[src/rtl/instr_encoder_pkg.sv]
// Shared definitions for the instruction encoder: the in_op select codes
// and the MIPS opcode/funct fields they map to.
package instr_encoder_pkg;

   typedef enum logic [3:0] {
      SEL_NOP = 4'd0,
      SEL_ADD = 4'd1,
      SEL_SUB = 4'd2,
      SEL_ORI = 4'd3,
      SEL_LUI = 4'd4,
      SEL_BEQ = 4'd5,
      SEL_JAL = 4'd6,
      SEL_JR  = 4'd7,
      SEL_LW  = 4'd8,
      SEL_SW  = 4'd9
   } op_sel_e;

   localparam logic [5:0] OPC_RTYPE = 6'h00;
   localparam logic [5:0] OPC_JAL   = 6'h03;
   localparam logic [5:0] OPC_BEQ   = 6'h04;
   localparam logic [5:0] OPC_ORI   = 6'h0D;
   localparam logic [5:0] OPC_LUI   = 6'h0F;
   localparam logic [5:0] OPC_LW    = 6'h23;
   localparam logic [5:0] OPC_SW    = 6'h2B;

   localparam logic [5:0] FN_JR     = 6'h08;
   localparam logic [5:0] FN_ADD    = 6'h20;
   localparam logic [5:0] FN_SUB    = 6'h22;

endpackage

[src/rtl/instr_fifo.sv]
// Synchronous FIFO holding encoded words; head is presented as soon as it is
// written, and reads as zero while empty.
module instr_fifo #(
   parameter int DEPTH = 4,
   parameter int WIDTH = 32
) (
   input  logic                     clk,
   input  logic                     reset,
   input  logic                     i_push,
   input  logic [WIDTH-1:0]         i_din,
   input  logic                     i_pop,
   output logic [WIDTH-1:0]         o_dout,
   output logic [$clog2(DEPTH):0]   o_count,
   output logic                     o_full,
   output logic                     o_empty
);

   localparam int AW = $clog2(DEPTH);
   localparam logic [AW-1:0] PTR_ONE = AW'(1);
   localparam logic [AW:0]   CNT_ONE = (AW+1)'(1);
   localparam logic [AW:0]   CNT_MAX = (AW+1)'(DEPTH);

   logic [WIDTH-1:0] r_mem [DEPTH];
   logic [AW-1:0]    r_wr_ptr;
   logic [AW-1:0]    r_rd_ptr;
   logic [AW:0]      r_count;
   logic             w_do_push;
   logic             w_do_pop;

   assign o_full    = (r_count == CNT_MAX);
   assign o_empty   = (r_count == '0);
   assign o_count   = r_count;
   assign o_dout    = o_empty ? '0 : r_mem[r_rd_ptr];
   assign w_do_push = i_push && !o_full;
   assign w_do_pop  = i_pop && !o_empty;

   // Storage array; contents are don't-care until counted as occupied.
   always_ff @(posedge clk) begin
      if (w_do_push && !reset) begin
         r_mem[r_wr_ptr] <= i_din;
      end
   end

   // Pointers wrap naturally because DEPTH is a power of two.
   always_ff @(posedge clk) begin
      if (reset) begin
         r_wr_ptr <= '0;
         r_rd_ptr <= '0;
         r_count  <= '0;
      end else begin
         if (w_do_push) begin
            r_wr_ptr <= r_wr_ptr + PTR_ONE;
         end
         if (w_do_pop) begin
            r_rd_ptr <= r_rd_ptr + PTR_ONE;
         end
         case ({w_do_push, w_do_pop})
            2'b10:   r_count <= r_count + CNT_ONE;
            2'b01:   r_count <= r_count - CNT_ONE;
            default: r_count <= r_count;
         endcase
      end
   end

endmodule

[src/rtl/instr_encoder.sv]
// Encodes mnemonic requests into MIPS words, queues them, and tags the head
// word with its address; illegal selects enqueue a zero word and latch err.
module instr_encoder
   import instr_encoder_pkg::*;
#(
   parameter int          DEPTH   = 4,
   parameter logic [31:0] PC_BASE = 32'h0000_3000
) (
   input  logic                     clk,
   input  logic                     reset,
   input  logic                     in_valid,
   output logic                     in_ready,
   input  logic [3:0]               in_op,
   input  logic [4:0]               in_rs,
   input  logic [4:0]               in_rt,
   input  logic [4:0]               in_rd,
   input  logic [15:0]              in_imm,
   input  logic [25:0]              in_index,
   output logic                     out_valid,
   input  logic                     out_ready,
   output logic [31:0]              out_instr,
   output logic [31:0]              out_pc,
   output logic [$clog2(DEPTH):0]   count,
   output logic                     err
);

   logic [31:0] w_enc;
   logic        w_illegal;
   logic        w_push;
   logic        w_pop;
   logic        w_full;
   logic        w_empty;
   logic [31:0] r_pc;
   logic        r_err;

   assign in_ready  = !w_full;
   assign out_valid = !w_empty;
   assign w_push    = in_valid && in_ready;
   assign w_pop     = out_valid && out_ready;
   assign out_pc    = r_pc;
   assign err       = r_err;

   // Field selection per op; anything an op does not use is zero.
   always_comb begin
      w_enc     = 32'h0000_0000;
      w_illegal = 1'b0;
      case (in_op)
         SEL_NOP: w_enc = 32'h0000_0000;
         SEL_ADD: w_enc = {OPC_RTYPE, in_rs, in_rt, in_rd, 5'h00, FN_ADD};
         SEL_SUB: w_enc = {OPC_RTYPE, in_rs, in_rt, in_rd, 5'h00, FN_SUB};
         SEL_ORI: w_enc = {OPC_ORI, in_rs, in_rt, in_imm};
         SEL_LUI: w_enc = {OPC_LUI, 5'h00, in_rt, in_imm};
         SEL_BEQ: w_enc = {OPC_BEQ, in_rs, in_rt, in_imm};
         SEL_JAL: w_enc = {OPC_JAL, in_index};
         SEL_JR:  w_enc = {OPC_RTYPE, in_rs, 15'h0000, FN_JR};
         SEL_LW:  w_enc = {OPC_LW, in_rs, in_rt, in_imm};
         SEL_SW:  w_enc = {OPC_SW, in_rs, in_rt, in_imm};
         default: begin
            w_enc     = 32'h0000_0000;
            w_illegal = 1'b1;
         end
      endcase
   end

   // Head address advances with every consumed word; err is sticky until reset.
   always_ff @(posedge clk) begin
      if (reset) begin
         r_pc  <= PC_BASE;
         r_err <= 1'b0;
      end else begin
         if (w_pop) begin
            r_pc <= r_pc + 32'd4;
         end
         if (w_push && w_illegal) begin
            r_err <= 1'b1;
         end
      end
   end

   instr_fifo #(
      .DEPTH (DEPTH),
      .WIDTH (32)
   ) u_fifo (
      .clk     (clk),
      .reset   (reset),
      .i_push  (w_push),
      .i_din   (w_enc),
      .i_pop   (w_pop),
      .o_dout  (out_instr),
      .o_count (count),
      .o_full  (w_full),
      .o_empty (w_empty)
   );

endmodule

[config.mk]
export PLATFORM = sky130hd
export DESIGN_NAME = instr_encoder
export DESIGN_NICKNAME = d
export VERILOG_FILES = /design/src/rtl/instr_encoder_pkg.sv /design/src/rtl/instr_fifo.sv /design/src/rtl/instr_encoder.sv
export SDC_FILE = /design/constraint.sdc
export NUM_CORES = 1
export LEC_CHECK = 0
export ABC_AREA = 1
export CAP_MARGIN = 30
export CORE_ASPECT_RATIO = 1.4
export CORE_MARGIN = 2
export CORE_UTILIZATION = 49
export DETAILED_ROUTE_END_ITERATION = 8
export GPL_TIMING_DRIVEN = 0
export PLACE_DENSITY = 0.75
export SYNTH_ARGS = -nofsm -noshare
export SYNTH_HDL_FRONTEND = slang
export SYNTH_SLANG_ARGS = --single-unit
[constraint.sdc]
create_clock -name clk -period 3.65 [get_ports clk]
set_clock_uncertainty 0.15 [all_clocks]
set_input_delay 0.73 -clock clk [delete_from_list [all_inputs] [get_ports clk]]
set_output_delay 0.73 -clock clk [all_outputs]
set_load 0.05 [all_outputs]
==> results of run 1 <==
per-stage QoR:
step,setup TNS [ps],setup WS [ps],instances
floorplan,0,292,804
finish,0,90.5,1163
CTS,0,19.6,1163
detailed placement,0,415,1131
global route,0,4.73,1163
global placement,-98520,-841,1127
power by group:
group	total [mW]	leakage [nW]	switching [mW]	internal (mW)
clock network	1.80	0.285	0.718	1.08
registers	2.18	1.47	0.0453	2.13
logic	2.38	1.99	1.68	0.704
registers in the layout (all words and copies together) (netlist names), named ones only:
signal and flops:
u_fifo.r_wr_ptr 2, out_pc 30, err 1, u_fifo.r_mem 124, u_fifo.o_count 3, u_fifo.r_rd_ptr 2
per-layer routing:
layer  GRT usage  wire length [microns]  up-vias
li1            -                      -     2981
met1       0.269                   6950     2766
met2       0.431                   9800      277
met3      0.0710                   1750       42
met4       0.108                    562        0
met5           0                      0        -
worst max-delay path, delay by kind of cell (launching register included):
kind,cells,cell delay [ps]
AOI/OAI and AO/OA,2,350
DFF,1,440
buffers and inverters,3,1300
and+or+nand+nor,1,160
kinds of logic (layout without fill, tap and decap cells):
| family | count (synthesis) | after routing | share of synthesized area |
|---|---|---|---|
| AND/OR/NAND/NOR | 377 | 377 | 0.210 |
| XOR/XNOR | 5 | 5 | 0.00591 |
| adder cells (fa/ha/maj) | 7 | 7 | 0.0128 |
| AO/OA/AOI/OAI | 150 | 150 | 0.106 |
| flip-flops | 164 | 164 | 0.610 |
| buffers and inverters | 98 | 265 | 0.0550 |
| other | 1 | 3 | 0.000506 |
placed cells by master (no fill, tap or decap), types with 3 or more instances in the layout:
cell / n
a21oi_1: 51
xor2_1: 3
nand2_2: 3
o21ai_0: 79
nand4_1: 7
buf_16: 3
nor3_1: 6
dfxtp_1: 40
clkinv_1: 3
inv_1: 61
edfxtp_1: 124
o21ai_1: 6
clkinvlp_4: 4
ha_1: 6
o21bai_1: 7
a22oi_1: 5
nand2_1: 141
nor2_2: 11
clkdlybuf4s50_1: 121
dlymetal6s2s_1: 10
conb_1: 3
clkbuf_16: 17
clkbuf_1: 15
nand3_1: 20
nor2_1: 177
buf_4: 4
inv_2: 3
clkbuf_2: 3
bufinv_16: 3
nor2_4: 5
buf_2: 8
Yosys cell counts:
library cell | number | share of area
conb_1 | 1 | 0.00051
o21ai_1 | 6 | 0.0040
o21ai_0 | 79 | 0.053
clkbuf_1 | 18 | 0.0091
nor3_1 | 6 | 0.0040
nor2_8 | 1 | 0.0027
o211ai_1 | 2 | 0.0020
edfxtp_1 | 124 | 0.50
clkinv_1 | 2 | 0.0010
xnor2_1 | 2 | 0.0024
inv_1 | 61 | 0.031
a21oi_1 | 51 | 0.034
nor2_4 | 1 | 0.0015
xor2_1 | 3 | 0.0035
fa_1 | 1 | 0.0027
dfxtp_1 | 40 | 0.11
nand2_2 | 3 | 0.0025
o21bai_1 | 7 | 0.0071
nand2_1 | 141 | 0.071
nor2_2 | 11 | 0.0093
buf_4 | 4 | 0.0040
nand3_1 | 20 | 0.013
nand2_4 | 2 | 0.0030
nand3b_1 | 2 | 0.0020
nand4_1 | 7 | 0.0059
a22oi_1 | 5 | 0.0051
buf_6 | 2 | 0.0030
nor2_1 | 181 | 0.092
buf_2 | 8 | 0.0054
ha_1 | 6 | 0.010
inv_2 | 3 | 0.0015
nand3_2 | 1 | 0.0013
and3_1 | 1 | 0.00084
cell type report:
cell class / count / area [sq um]
buffer: 32 / 164
clock buffer: 17 / 425
clock inverter: 15 / 180
fill: 1147 / 5180
inverter: 66 / 248
multi-input combinational: 542 / 2520
sequential: 164 / 4520
tap: 192 / 240
timing repair buffer: 135 / 1440
final timing paths:
path	endpoint	cells after the start	startpoint	slack (ps)
min reg2reg	u_fifo.r_rd_ptr[1]	2	u_fifo.r_rd_ptr[1]	330
max	out_instr[28]	6	register	90
min	u_fifo.r_rd_ptr[1]	2	u_fifo.r_rd_ptr[1]	330
max reg2reg	u_fifo.r_mem[3][31]	5	u_fifo.o_count[1]	1500
what timing repair did:
item	4_1_cts	5_1_grt
resized for setup	1	14
setup endpoints to repair	2	23
cloned	0	0
pin swaps	0	0
setup buffers	0	0
==> impl_metrics.json, run 1 <==
{
  "placed_area_sq_mm": 0.00911,
  "max-cap-violations": 0,
  "die_h_microns": 150,
  "synth_cell_types": 33,
  "clock_path_buffers": 2,
  "cpMaxStageDelayCell": "clkdlybuf4s50_1",
  "synth_warnings": 0,
  "clockRootBuffer": "clkbuf_16",
  "drtAntennaViolNets": 0,
  "hold_class": "reg -> reg",
  "end_kind": "output port",
  "rsz0062_at_grt": "false",
  "antenna_found_initial": 0,
  "wl_per_cell_microns": 16.4,
  "avgSynthCellArea_sq_um": 9.25,
  "status": "complete, no violations",
  "fp.coreArea_sq_mm": 0.0149,
  "tightest_slew_ps": 755,
  "grt_pass1_vias": 5945,
  "wl_microns": 19100,
  "hpwl_microns": 13200,
  "crit_path_max_fanout": 10,
  "synthesis.area_sq_mm": 0.00742,
  "ir_drop_mv": 0.520,
  "drt_iter0_drc": 375,
  "vias_per_cell": 5.22,
  "cp.required_ps": 2770,
  "port_buffers": 131,
  "gr-total-overflow": 0,
  "route.detailed.drc": 0,
  "slew_violations": 0,
  "netlist_instances": 802,
  "period_needed_ps": 3560,
  "rows": 53,
  "hold_buffers": 0,
  "cp.arrival_ps": 2680,
  "start_kind": "register",
  "insertion_delay_ps": 420,
  "fin_nets": 1030,
  "timing.hold.ws_ps": 327,
  "layout-drive-gt1-share": 0.0803,
  "design_area_sq_mm": 0.00974,
  "cts.clk_slew.worst_paths_ps": 60,
  "ys_seq_area_frac": 0.610,
  "grt_max_degree": 28,
  "first_pass_iters": 5,
  "area_growth_pct": 31.4,
  "crit_type": "reg -> out",
  "cts_tree": "yes",
  "finalCritPeriodShare": 0.975,
  "num_vias": 6066,
  "die_x_microns": 108,
  "leakagePower_nw": 3.75,
  "io_pins": 135,
  "worstPathCellList": "inv_1, clkbuf_1, nor2_1, o21ai_0, a21oi_1, clkdlybuf4s50_1",
  "numCtsBuffers": 17,
  "grt_pass1_wl_microns": 29600,
  "critPathMaxStageDelay_ps": 870,
  "gp_congestion": 0.915,
  "dieArea_sq_mm": 0.0161,
  "slew_headroom": 0.497,
  "n_antenna_cell": 0,
  "fmax_ghz": 0.281,
  "postLayoutCoreUtil": 0.653,
  "start_util": 0.497,
  "cts_sinks": 164,
  "synth_seq_cells": 164,
  "grt_usage": 0.243,
  "powerDensity_mw_per_mm2": 653,
  "power.total_mw": 6.36,
  "h-tree-depth": 4,
  "finalSetupViolations": 0,
  "hold_viol_final": 0
}
Note: power is estimated with default switching activity, not from simulation.
==> inputs of run 2 (changes only) <==
--- a/config.mk
+++ b/config.mk
@@ -9,10 +9,10 @@
 export CAP_MARGIN = 30
 export CORE_ASPECT_RATIO = 1.4
 export CORE_MARGIN = 2
-export CORE_UTILIZATION = 49
+export CORE_UTILIZATION = 45
 export DETAILED_ROUTE_END_ITERATION = 8
 export GPL_TIMING_DRIVEN = 0
-export PLACE_DENSITY = 0.75
+export PLACE_DENSITY = 0.7
 export SYNTH_ARGS = -nofsm -noshare
 export SYNTH_HDL_FRONTEND = slang
 export SYNTH_SLANG_ARGS = --single-unit
==> run 2 against run 1 <==
  * Hold slack got worse by 7.7 ps
  * Count of clock-buffer cells in the layout stayed put
  * Setup slack gained 3.9 ps
  * Design area decreased by 0.40%
  * Total power decreased by 1.6%
  * Sequential power about the same
  * First-iteration DRC count fell by 17%
  * Wire length rose by 0.21%
  * Clock power shrank 4%
  * Die area increased by 8.6%
  * Critical path depth stayed put
  * Utilization down 5.3 points
  * Largest cell class unchanged
  * Highest routed layer unchanged
==> impl_metrics.json, run 2 (same netlist as run 1, synthesis figures left out) <==
{
  "powerDensity_mw_per_mm2": 645,
  "start_util": 0.459,
  "most-common-layout-cells": "nor2_1 (177), nand2_1 (141), clkdlybuf4s50_1 (124), edfxtp_1 (124), o21ai_0 (79)",
  "leakagePower_nw": 3.69,
  "n_antenna_cell": 0,
  "num_vias": 5984,
  "die_x_microns": 112,
  "crit_type": "reg -> out",
  "grt_pass1_wl_microns": 28800,
  "first_pass_iters": 5,
  "regArea_sq_mm": 0.00452,
  "crit_path_max_fanout": 10,
  "drt_iter0_drc": 310,
  "hpwl_microns": 13200,
  "io_pins": 135,
  "die_h_microns": 156,
  "cp.arrival_ps": 2680,
  "finalSetupViolations": 0,
  "wl_per_cell_microns": 16.3,
  "fp.coreArea_sq_mm": 0.0162,
  "place_inst": 1138,
  "status": "complete, no violations",
  "numCtsBuffers": 17,
  "cts_tree": "yes",
  "critPathMaxStageDelay_ps": 850,
  "rows": 55,
  "grt_usage": 0.216,
  "slew_headroom": 0.524,
  "tightest_slew_ps": 714,
  "dieArea_sq_mm": 0.0175,
  "route.detailed.drc": 0,
  "postCtsSetupRepairBufs": 0,
  "start_kind": "register",
  "worstPathCellList": "buf_2, inv_2, clkbuf_1, o21ai_0, a21oi_1, clkdlybuf4s50_1",
  "slew_violations": 0,
  "grt_pass1_vias": 5525,
  "gr-total-overflow": 0,
  "vias_per_cell": 5.11,
  "port_buffers": 131,
  "power.total_mw": 6.26,
  "finalCritPeriodShare": 0.974,
  "fin_nets": 1030,
  "nFillCells": 1360,
  "period_needed_ps": 3560,
  "largest_reg_flops": 124,
  "area_growth_pct": 30.8,
  "fmax_ghz": 0.281,
  "cts.clk_slew.worst_paths_ps": 70,
  "hold_buffers": 0,
  "end_kind": "output port",
  "clock_path_buffers": 2,
  "max-cap-violations": 0,
  "hold_viol_final": 0,
  "insertion_delay_ps": 420,
  "layout-drive-gt1-share": 0.0783,
  "fin_cells": 1170,
  "cts_resized": 0,
  "timing.hold.ws_ps": 319,
  "cpMaxStageDelayCell": "clkdlybuf4s50_1",
  "top_register": "u_fifo.r_mem",
  "drtAntennaViolNets": 0,
  "finalSetupTns_ps": 0,
  "wl_microns": 19100,
  "final_common_cell": "nor2_1",
  "rsz0062_at_grt": "false",
  "postLayoutCoreUtil": 0.600,
  "hold_class": "reg -> reg",
  "multi_input_area_sq_mm": 0.00252,
  "h-tree-depth": 4,
  "gp_congestion": 0.861,
  "antenna_found_initial": 0,
  "cts_sinks": 164,
  "grt_max_degree": 30,
  "cp.required_ps": 2770,
  "clockRootBuffer": "clkbuf_16",
  "ir_drop_mv": 0.401
}
run 2: final timing paths:
kind / start / endpoint / slack, ps / cells past startpoint
worst max-delay path: register / out_instr[18] / 90 / 6
worst max register to register: u_fifo.o_count[1] / u_fifo.o_count[2] / 1520 / 12
worst min-delay path: err / err / 320 / 2
worst min register to register: err / err / 320 / 2
run 2: worst max-delay path, delay by kind of cell, from the launching register on:
family | cells | cell delay, ps
DFF | 1 | 290
buffers and inverters | 4 | 1570
AOI/OAI and AO/OA | 2 | 390
run 2: through the flow:
step,setup WS [ps],cell area [sq um]
final,94.4,9700
after global routing,1.47,9700
after CTS,56.2,9680
after detailed placement,504,9090
after global placement,-1010,8980
after floorplan,292,7420
run 2: per-layer routing:
metal	track usage	part of all wire
met1	0.245	0.38
met2	0.394	0.53
met3	0.0466	0.068
met4	0.0842	0.026
met5	0	0
run 2: cell type report:
type | instances | share of cell area
plain buffers | 32 | 0.0166
clock buffers | 17 | 0.0438
clock inverters | 15 | 0.0170
inverters | 66 | 0.0255
multi-input cells | 542 | 0.260
flip-flops and latches | 164 | 0.466
well taps | 199 | 0.0257
repair buffers | 135 | 0.145
run 2: power breakdown:
part           leakage, nW  switching (mW)  internal (mW)
clock network        0.284           0.810          0.916
registers             1.47          0.0438           2.13
logic                 1.93            1.66          0.701
